--- src/rtl/riscv_pkg.sv ---
// Shared encodings for the core's pipeline hazard control.
package riscv_pkg;

   localparam logic [1:0] RESULT_SRC_LOAD = 2'b01;

   typedef enum logic [1:0] {
      FWD_RF  = 2'b00,
      FWD_WB  = 2'b01,
      FWD_MEM = 2'b10
   } fwd_sel_e;

   typedef enum logic {
      S_RUN   = 1'b0,
      S_STALL = 1'b1
   } hz_state_e;

endpackage

--- src/rtl/hazard_shadow_pipe.sv ---
// Shadow copy of the EX/MEM/WB register fields the hazard unit needs.
// EX captures the ID-stage decode (or a bubble); MEM and WB follow EX.
module hazard_shadow_pipe #(
   parameter int REG_ADDR_W = 5
) (
   input  logic                  i_clk,
   input  logic                  i_rst,
   input  logic                  i_bubble,
   input  logic [REG_ADDR_W-1:0] i_rs1_ID,
   input  logic [REG_ADDR_W-1:0] i_rs2_ID,
   input  logic [REG_ADDR_W-1:0] i_rd_ID,
   input  logic                  i_reg_write_ID,
   input  logic [1:0]            i_result_src_ID,
   output logic [REG_ADDR_W-1:0] o_rs1_EX,
   output logic [REG_ADDR_W-1:0] o_rs2_EX,
   output logic [REG_ADDR_W-1:0] o_rd_EX,
   output logic                  o_reg_write_EX,
   output logic [1:0]            o_result_src_EX,
   output logic [REG_ADDR_W-1:0] o_rd_MEM,
   output logic                  o_reg_write_MEM,
   output logic [REG_ADDR_W-1:0] o_rd_WB,
   output logic                  o_reg_write_WB
);

   logic [REG_ADDR_W-1:0] rs1_ex_q, rs1_ex_d, rs2_ex_q, rs2_ex_d, rd_ex_q, rd_ex_d;
   logic                  rw_ex_q, rw_ex_d;
   logic [1:0]            src_ex_q, src_ex_d;
   logic [REG_ADDR_W-1:0] rd_mem_q, rd_mem_d, rd_wb_q, rd_wb_d;
   logic                  rw_mem_q, rw_mem_d, rw_wb_q, rw_wb_d;

   // Next shadow contents: EX takes ID or a zeroed bubble, older stages shift.
   always_comb begin
      rs1_ex_d = i_rs1_ID;
      rs2_ex_d = i_rs2_ID;
      rd_ex_d  = i_rd_ID;
      rw_ex_d  = i_reg_write_ID;
      src_ex_d = i_result_src_ID;
      if (i_bubble) begin
         rs1_ex_d = '0;
         rs2_ex_d = '0;
         rd_ex_d  = '0;
         rw_ex_d  = 1'b0;
         src_ex_d = '0;
      end
      rd_mem_d = rd_ex_q;
      rw_mem_d = rw_ex_q;
      rd_wb_d  = rd_mem_q;
      rw_wb_d  = rw_mem_q;
   end

   // Shadow registers, cleared by synchronous reset.
   always_ff @(posedge i_clk) begin
      if (i_rst) begin
         rs1_ex_q <= '0;
         rs2_ex_q <= '0;
         rd_ex_q  <= '0;
         rw_ex_q  <= 1'b0;
         src_ex_q <= '0;
         rd_mem_q <= '0;
         rw_mem_q <= 1'b0;
         rd_wb_q  <= '0;
         rw_wb_q  <= 1'b0;
      end else begin
         rs1_ex_q <= rs1_ex_d;
         rs2_ex_q <= rs2_ex_d;
         rd_ex_q  <= rd_ex_d;
         rw_ex_q  <= rw_ex_d;
         src_ex_q <= src_ex_d;
         rd_mem_q <= rd_mem_d;
         rw_mem_q <= rw_mem_d;
         rd_wb_q  <= rd_wb_d;
         rw_wb_q  <= rw_wb_d;
      end
   end

   assign o_rs1_EX        = rs1_ex_q;
   assign o_rs2_EX        = rs2_ex_q;
   assign o_rd_EX         = rd_ex_q;
   assign o_reg_write_EX  = rw_ex_q;
   assign o_result_src_EX = src_ex_q;
   assign o_rd_MEM        = rd_mem_q;
   assign o_reg_write_MEM = rw_mem_q;
   assign o_rd_WB         = rd_wb_q;
   assign o_reg_write_WB  = rw_wb_q;

endmodule

--- src/rtl/hazard_unit.sv ---
// Stall/flush/forwarding control for the 5-stage core.
//
//   state   | meaning
//   --------+------------------------------------------------------------
//   S_RUN   | normal issue; a load-use hit stalls this cycle
//   S_STALL | extra load-use bubbles; cnt counts the remaining ones
module hazard_unit
   import riscv_pkg::*;
#(
   parameter int REG_ADDR_W = 5,
   parameter int LOAD_STALL = 1
) (
   input  logic                  i_clk,
   input  logic                  i_rst,
   input  logic [REG_ADDR_W-1:0] i_rs1_ID,
   input  logic [REG_ADDR_W-1:0] i_rs2_ID,
   input  logic [REG_ADDR_W-1:0] i_rd_ID,
   input  logic                  i_reg_write_ID,
   input  logic [1:0]            i_result_src_ID,
   input  logic                  i_pc_src_EX,
   output logic                  o_stall_IF,
   output logic                  o_stall_ID,
   output logic                  o_flush_ID,
   output logic                  o_flush_EX,
   output logic [1:0]            o_forwardA_EX,
   output logic [1:0]            o_forwardB_EX
);

   logic [REG_ADDR_W-1:0] rs1_ex, rs2_ex, rd_ex, rd_mem, rd_wb;
   logic                  rw_ex, rw_mem, rw_wb;
   logic [1:0]            src_ex;

   hz_state_e state_q, state_d;
   logic [2:0] cnt_q, cnt_d;
   logic       lw_hz, stall, bubble;
   fwd_sel_e   fwd_a, fwd_b;

   // The bubble is raw (not reset-gated); the shadow clears itself on reset.
   assign bubble = i_pc_src_EX | stall;

   hazard_shadow_pipe #(.REG_ADDR_W(REG_ADDR_W)) u_shadow (
      .i_clk           (i_clk),
      .i_rst           (i_rst),
      .i_bubble        (bubble),
      .i_rs1_ID        (i_rs1_ID),
      .i_rs2_ID        (i_rs2_ID),
      .i_rd_ID         (i_rd_ID),
      .i_reg_write_ID  (i_reg_write_ID),
      .i_result_src_ID (i_result_src_ID),
      .o_rs1_EX        (rs1_ex),
      .o_rs2_EX        (rs2_ex),
      .o_rd_EX         (rd_ex),
      .o_reg_write_EX  (rw_ex),
      .o_result_src_EX (src_ex),
      .o_rd_MEM        (rd_mem),
      .o_reg_write_MEM (rw_mem),
      .o_rd_WB         (rd_wb),
      .o_reg_write_WB  (rw_wb)
   );

   function automatic fwd_sel_e fwd_pick(
      input logic [REG_ADDR_W-1:0] src,
      input logic                  mem_rw,
      input logic [REG_ADDR_W-1:0] mem_rd,
      input logic                  wb_rw,
      input logic [REG_ADDR_W-1:0] wb_rd
   );
      if (mem_rw && (mem_rd != '0) && (mem_rd == src)) return FWD_MEM;
      if (wb_rw && (wb_rd != '0) && (wb_rd == src))    return FWD_WB;
      return FWD_RF;
   endfunction

   // Load-use detect, stall FSM next state and the stall request.
   always_comb begin
      state_d = state_q;
      cnt_d   = cnt_q;
      stall   = 1'b0;
      lw_hz   = (state_q == S_RUN) && rw_ex && (src_ex == RESULT_SRC_LOAD) &&
                (rd_ex != '0) && ((rd_ex == i_rs1_ID) || (rd_ex == i_rs2_ID));
      case (state_q)
         S_RUN: begin
            stall = lw_hz;
            if (lw_hz && !i_pc_src_EX && (LOAD_STALL > 1)) begin
               state_d = S_STALL;
               cnt_d   = 3'(LOAD_STALL - 1);
            end
         end
         S_STALL: begin
            stall = 1'b1;
            cnt_d = cnt_q - 3'd1;
            if (cnt_q == 3'd1) state_d = S_RUN;
         end
         default: begin
            state_d = S_RUN;
            cnt_d   = '0;
         end
      endcase
      // A redirect kills the stalled instruction, so the stall is moot.
      if (i_pc_src_EX) begin
         state_d = S_RUN;
         cnt_d   = '0;
      end
   end

   // Stall FSM state register.
   always_ff @(posedge i_clk) begin
      if (i_rst) begin
         state_q <= S_RUN;
         cnt_q   <= '0;
      end else begin
         state_q <= state_d;
         cnt_q   <= cnt_d;
      end
   end

   // EX operand forwarding, MEM result preferred over WB.
   always_comb begin
      fwd_a = fwd_pick(rs1_ex, rw_mem, rd_mem, rw_wb, rd_wb);
      fwd_b = fwd_pick(rs2_ex, rw_mem, rd_mem, rw_wb, rd_wb);
   end

   // Pipeline control outputs; everything held low during reset.
   always_comb begin
      o_stall_IF    = 1'b0;
      o_stall_ID    = 1'b0;
      o_flush_ID    = 1'b0;
      o_flush_EX    = 1'b0;
      o_forwardA_EX = FWD_RF;
      o_forwardB_EX = FWD_RF;
      if (!i_rst) begin
         o_stall_IF    = stall & ~i_pc_src_EX;
         o_stall_ID    = stall & ~i_pc_src_EX;
         o_flush_ID    = i_pc_src_EX;
         o_flush_EX    = bubble;
         o_forwardA_EX = fwd_a;
         o_forwardB_EX = fwd_b;
      end
   end

endmodule

--- config.mk ---
export PLATFORM = sky130hd
export DESIGN_NAME = hazard_unit
export DESIGN_NICKNAME = d
export VERILOG_FILES = /design/src/rtl/riscv_pkg.sv /design/src/rtl/hazard_shadow_pipe.sv /design/src/rtl/hazard_unit.sv
export SDC_FILE = /design/constraint.sdc
export NUM_CORES = 1
export LEC_CHECK = 0
export ABC_AREA = 1
export CORE_MARGIN = 8
export CORE_UTILIZATION = 48
export DETAILED_ROUTE_END_ITERATION = 12
export GPL_TIMING_DRIVEN = 0
export PLACE_DENSITY = 0.74
export SLEW_MARGIN = 0
export SYNTH_ARGS = -nofsm -noshare
export SYNTH_HDL_FRONTEND = slang
export SYNTH_HIERARCHICAL = 1
export SYNTH_SLANG_ARGS = --single-unit
--- constraint.sdc ---
create_clock -name i_clk -period 1.6 [get_ports i_clk]
set_input_delay 0.24 -clock i_clk [delete_from_list [all_inputs] [get_ports i_clk]]
set_output_delay 0.24 -clock i_clk [all_outputs]
set_load 0.005 [all_outputs]
==> results of run 1 <==
[sequential cells by signal, summed over array words and instances, names as in the netlist]
name / flops
u_shadow/o_result_src_EX: 2
u_shadow/o_rd_EX: 5
u_shadow/o_rs2_EX: 5
u_shadow/o_reg_write_MEM: 1
u_shadow/o_rs1_EX: 5
u_shadow/o_reg_write_EX: 1
u_shadow/o_rd_MEM: 5
u_shadow/o_rd_WB: 5
u_shadow/o_reg_write_WB: 1
state_q: 1
cnt_q: 3
[cell families (layout without fill, tap and decap cells)]
family	after synthesis	after routing	synth area share
AND/OR/NAND/NOR	92	92	0.245
buffers and inverters	62	102	0.155
flip-flops	34	34	0.429
XOR/XNOR	19	19	0.105
AO/OA/AOI/OAI	15	15	0.0505
adder cells (fa/ha/maj)	2	2	0.0158
[cells in the mapped netlist (2+ instances only)]
cell type | number | area [um2]
sky130_fd_sc_hd__o21ai_0 | 4 | 20.0
sky130_fd_sc_hd__inv_2 | 4 | 15.0
sky130_fd_sc_hd__xor2_1 | 6 | 52.6
sky130_fd_sc_hd__o21ai_1 | 2 | 10.0
sky130_fd_sc_hd__inv_1 | 54 | 203
sky130_fd_sc_hd__nor4_1 | 2 | 12.5
sky130_fd_sc_hd__nand3_1 | 4 | 20.0
sky130_fd_sc_hd__nand4_1 | 4 | 25.0
sky130_fd_sc_hd__nand2_1 | 27 | 101
sky130_fd_sc_hd__nand2_2 | 2 | 12.5
sky130_fd_sc_hd__ha_1 | 2 | 25.0
sky130_fd_sc_hd__a211oi_1 | 2 | 15.0
sky130_fd_sc_hd__nor2_1 | 48 | 180
sky130_fd_sc_hd__xnor2_1 | 13 | 114
sky130_fd_sc_hd__a21oi_1 | 7 | 35.0
sky130_fd_sc_hd__dfxtp_1 | 34 | 681
sky130_fd_sc_hd__nor3_1 | 3 | 15.0
[worst paths after layout]
kind	to	slack, ns
setup reg to reg	u_shadow/o_rd_EX[2]	0.17
setup / recovery	o_stall_IF	-0.19
hold reg to reg	u_shadow/o_reg_write_WB	0.45
hold / removal	u_shadow/o_rs2_EX[2]	0.16
[per-stage QoR]
| stage | instances | setup WS, ns | setup TNS (ns) | hold slack, ns |
|---|---|---|---|---|
| floorplan | 224 | 0.255 | 0 | 0.311 |
| finish | 310 | -0.191 | -0.746 | 0.162 |
| CTS | 308 | -0.250 | -1.02 | 0.258 |
| global route | 310 | -0.321 | -1.57 | 0.173 |
| detailed placement | 298 | -0.688 | -6.72 | 0.419 |
| global placement | 298 | -0.660 | -6.18 | 0.408 |
[layout make-up]
class	count	share of cell area
Timing Repair Buffer	32	0.137
Clock inverter	1	0.00239
Inverter	59	0.106
Buffer	3	0.0113
Sequential cell	34	0.343
Clock buffer	7	0.0262
Multi-Input combinational cell	128	0.347
Tap cell	46	0.0274
[metal layers]
metal / vias up / track usage
met5: - / 0
li1: 732 / -
met1: 592 / 0.144
met4: 0 / 0.0998
met3: 12 / 0.0396
met2: 25 / 0.228
[power by group through the flow]
stage               Sequential [mW]  Clock, mW  Combinational (mW)
global route                  0.899      0.527               0.243
finish                        0.895      0.482               0.212
CTS                           0.897      0.505               0.208
floorplan                     0.909          0               0.115
detailed placement            0.914          0               0.201
global placement              0.914          0               0.197
[worst min-delay path: stages]
cell and delay [ns]:
sky130_fd_sc_hd__dlymetal6s2s_1 0.14, sky130_fd_sc_hd__inv_1 0.05, sky130_fd_sc_hd__nor2_1 0.04
[repair_timing]
action	4_1_cts	5_1_grt
buffers inserted	2	2
gates resized for setup	64	19
endpoints found under the setup margin	8	17
pin swaps	13	18
==> results.yml, run 1 <==
pwr:
  cell_leakage_power_nw: 1.07
  pwr-share-clk: 0.303
  power.share.sequential: 0.563
  cell_internal_pwr_mw: 1.19
  powerDensity_mw_per_mm2: 758
  p_sw_mw: 0.398
  post-layout-total-power_mw: 1.59
  vdd.ir_drop.worst_v: 0.000593
  power.combinational.fraction: 0.133
  switching_share: 0.250
placement:
  dpl_cell_area_mm2: 0.00192
  place.detailed.hpwl_mm: 2.47
  routabilityCongestion: 0.848
  io_buffers: 28
hold_path:
  worst_hold_path.num_cells: 3
  min-delay-path-class: "input port to flip-flop"
  worstHoldStart: "i_rs2_ID[2]"
cells_and_area:
  drive_gt1_frac: 0.254
  syn_to_final_growth_pct: 32.4
  util_after_layout: 0.644
  layout.cell_area.non_filler_mm2: 0.00210
  multi_input_area_um2: 728
  most_used_cells_in_the_layout_excluding_fill_and_tap_cells: "51 x sky130_fd_sc_hd__inv_1, 46 x sky130_fd_sc_hd__nor2_1, 24 x sky130_fd_sc_hd__nand2_1, 16 x sky130_fd_sc_hd__dfxtp_2, 13 x sky130_fd_sc_hd__dfxtp_1"
  final.fill_count: 332
  commonest_non_fill_non_tap_cell_in_the_layout: "sky130_fd_sc_hd__inv_1"
  seqCellArea_um2: 719
  insertedDiodeCount: 0
  fin_nets: 286
yosys:
  yosys_register_bits: 34
  synth_ff_type: "sky130_fd_sc_hd__dfxtp_1"
  syn-instance-count: 224
  synth_sequential_area_ratio: 0.429
  postSynthNetCount: 247
  syn_avg_cell_area_um2: 7.08
  synth_enable_flop_cells: 0
  number_of_library_cell_types_mapped_by_synthesis: 23
  synth_async_reset_ratio: 0
  post_synth_instance_area_mm2: 0.00159
  ys.warnings.count: 6
detailed_routing:
  routed-wl-met2_mm: 1.56
  length_of_the_first_detailed_routing_pass_in_iterations: 4
  drc: 0
  viasPerCell: 4.39
  routed_len_inst_um: 10.3
  detail-route-antenna-nets: 0
  drt_iter0_markers: 72
  route.top_layer_used: "met4"
  route.vias.total: 1361
  wl_met1_mm: 1.36
  dr_wl_met3_um: 136
  route.final.wire_length_mm: 3.19
timing:
  finalSetupViolCount: 7
  timing.clock.skew_ns: 0.00623
  achievable-frequency_mhz: 558
  rsz_0062_raised_after_global_routing: "yes"
  finalWorstPathRequiredPeriod_ns: 1.79
  timing.slew.headroom: 0.775
  worst_pin_slew_ns: 0.338
  final.setup.worst_slack_ns: -0.191
  final.period_utilization: 1.12
  report.final.hold_viol_count: 0
  slew_violations: 0
clocking:
  root_buffer_master: "sky130_fd_sc_hd__clkbuf_4"
  clockBufferDepth: 2
  insertion_delay_ns: 0.34
  clkTransAtPathRegs_ns: 0.09
  tritoncts_clock_tree: "built"
  htree_levels: 2
  post_cts_hold_buffer_count: 0
  number_of_buffers_inserted_during_clock_tree_synthesis: 5
  clock-sinks: 34
worst_setup_path:
  worst_setup_path_end_kind: "primary output"
  count_of_cell_instances_traversed_by_the_critical_path: 10
  cp_cell_sequence: "inv_2 -> nand2_2 -> nand2_1 -> nor2_1 -> nand3_1 -> nand2_1 -> nand2_2 -> a21oi_2 -> buf_4 -> buf_6"
  cpLargestDelayFamily: "simple AND/OR/NAND/NOR gates"
  cp_data_required_time_ns: 1.36
  regToRegStartpoint: "u_shadow/o_rd_EX[0]"
  worst-endpoint-arrival_ns: 1.55
  worst_path_largest_cell_delay_ns: 0.38
  cp_max_fo: 4
  worstPathBufferInverterCount: 3
  critPathLaunchType: "flip-flop"
  cp-startpoint: "u_shadow/o_rd_EX[4]"
  critPathSlowestCell: "sky130_fd_sc_hd__dfxtp_4"
  worst-r2r-cell-count: 10
  type_of_the_setup_path_with_the_least_slack: "flip-flop to primary output"
die:
  io_pins: 29
  die_area_mm2: 0.00540
  die_x_um: 73.5
  die_height_um: 73.5
  placement_rows: 21
  initial_core_util: 0.487
  core-area_mm2: 0.00326
global_routing:
  grt_overflow: 0
  grt_antenna_before_repair: 0
  first_pass_grt_wire_length_mm: 5.71
  first_global_vias: 1373
  grt_start_max_net_pins: 11
  total_global_route_track_usage: 0.137
outcome:
  status: "complete, but fails checks"
  violations: "setup timing"
job:
  maxCapViolations: 0
Note: power is estimated with default switching activity, not from simulation.
==> run 2, diff against run 1 <==
Settings changed: CTS_CLUSTER_DIAMETER from default to 50.
==> results of run 2 <==
No change in the layout: final DEF, timing and power equal those of run 1.
==> run 3, diff against run 2 <==
Settings changed: RECOVER_POWER from default to 100.
==> results.yml, run 3 (synthesis results as in run 1) <==
timing:
  finalWorstPathRequiredPeriod_ns: 1.79
  timing.slew.headroom: 0.699
  worst_pin_slew_ns: 0.451
  rsz_0062_raised_after_global_routing: "yes"
  timing.clock.skew_ns: 0.00621
  report.final.hold_viol_count: 0
  slew_violations: 0
  finalSetupViolCount: 7
  holdWs_ns: 0.163
  achievable-frequency_mhz: 559
  final.setup.worst_slack_ns: -0.190
  final.period_utilization: 1.12
die:
  die_area_mm2: 0.00540
  placement_rows: 21
  die_height_um: 73.5
  io_pins: 29
  initial_core_util: 0.487
  die_x_um: 73.5
  core-area_mm2: 0.00326
clocking:
  tritoncts_clock_tree: "built"
  root_buffer_master: "sky130_fd_sc_hd__clkbuf_4"
  number_of_buffers_inserted_during_clock_tree_synthesis: 5
  post_cts_hold_buffer_count: 0
  clockBufferDepth: 2
  htree_levels: 2
  insertion_delay_ns: 0.34
  clkTransAtPathRegs_ns: 0.09
  clock-sinks: 34
placement:
  dpl.cell_count: 298
  place.detailed.hpwl_mm: 2.47
  preCtsSetupSlack_ns: -0.688
  io_buffers: 28
  routabilityCongestion: 0.848
worst_setup_path:
  worstPathBufferInverterCount: 3
  critPathSlowestCell: "sky130_fd_sc_hd__dfxtp_4"
  worst_setup_path_end_kind: "primary output"
  worst_path_largest_cell_delay_ns: 0.38
  cp_max_fo: 4
  type_of_the_setup_path_with_the_least_slack: "flip-flop to primary output"
  cpLargestDelayFamily: "simple AND/OR/NAND/NOR gates"
  cp_data_required_time_ns: 1.36
  critPathLaunchType: "flip-flop"
  worst-endpoint-arrival_ns: 1.55
  cp_cell_sequence: "inv_2 -> nand2_2 -> nand2_1 -> nor2_1 -> nand3_1 -> nand2_1 -> nand2_2 -> a21oi_2 -> buf_4 -> buf_6"
detailed_routing:
  drt_iter0_markers: 101
  length_of_the_first_detailed_routing_pass_in_iterations: 4
  route.vias.total: 1356
  route.final.wire_length_mm: 3.20
  detail-route-antenna-nets: 0
  routed_len_inst_um: 10.3
  drc: 0
  viasPerCell: 4.37
pwr:
  powerDensity_mw_per_mm2: 759
  cell_leakage_power_nw: 1.07
  post-layout-total-power_mw: 1.59
  vdd.ir_drop.worst_v: 0.000593
global_routing:
  grt_start_max_net_pins: 11
  first_pass_grt_wire_length_mm: 5.71
  grt_antenna_before_repair: 0
  first_global_vias: 1373
  total_global_route_track_usage: 0.137
  grt_overflow: 0
cells_and_area:
  layoutNonFillerInstCount: 310
  fin_nets: 286
  most_used_cells_in_the_layout_excluding_fill_and_tap_cells: "51 x sky130_fd_sc_hd__inv_1, 46 x sky130_fd_sc_hd__nor2_1, 25 x sky130_fd_sc_hd__nand2_1, 16 x sky130_fd_sc_hd__dfxtp_2, 13 x sky130_fd_sc_hd__dfxtp_1"
  final.fill_count: 335
  commonest_non_fill_non_tap_cell_in_the_layout: "sky130_fd_sc_hd__inv_1"
  syn_to_final_growth_pct: 31.8
  insertedDiodeCount: 0
  drive_gt1_frac: 0.246
job:
  maxCapViolations: 0
outcome:
  status: "complete, but fails checks"
  violations: "setup timing"
hold_path:
  min-delay-path-class: "input port to flip-flop"
run 3: what timing repair did:
action,CTS,global route
gates cloned,0,0
endpoints found under the setup margin,8,17
resized for setup,64,19
buffers inserted,2,2
pin swaps,13,18
run 3: final timing paths:
check	to	startpoint	slack, ns	depth (start not counted)
setup reg to reg	u_shadow/o_rd_EX[2]	u_shadow/o_rd_EX[4]	0.01	12
setup / recovery	o_stall_IF	u_shadow/o_rd_EX[4]	-0.19	10
hold reg to reg	u_shadow/o_reg_write_WB	u_shadow/o_reg_write_MEM	0.45	2
hold / removal	u_shadow/o_rs2_EX[2]	i_rs2_ID[2]	0.16	3
run 3: routing by layer:
layer / part of all wire / track usage / vias to the layer above
met3: 0.043 / 0.0396 / 12
li1: - / - / 732
met1: 0.42 / 0.144 / 587
met2: 0.49 / 0.228 / 25
met4: 0.043 / 0.0998 / 0
met5: 0 / 0 / -
run 3: stage by stage:
step	TNS (ns)	util	instance area (um2)
finish	-0.741	0.641	2090
global route	-3.25	0.641	2090
CTS	-1.02	0.625	2040
detailed placement	-6.72	0.590	1920
global placement	-6.18	0.590	1920
floorplan	0	-	1590
run 3: power breakdown:
group          internal [mW]  switching (mW)  total, mW
Sequential             0.868          0.0271      0.895
Clock                  0.213           0.269      0.482
Combinational          0.109           0.100      0.209
run 3: cell type report:
class                           count  area, um2  area share
Multi-Input combinational cell    128        721       0.345
Sequential cell                    34        719       0.344
Timing Repair Buffer               32        288       0.138
Inverter                           59        221       0.106
Tap cell                           46       57.6      0.0275
Clock buffer                        7       55.1      0.0263
Buffer                              3       22.5      0.0108
Clock inverter                      1       5.00     0.00240
run 3: worst min-delay path: cells and delay by family:
family	cells	cell delay, ns
buffers and inverters	2	0.19
and+or+nand+nor	1	0.04
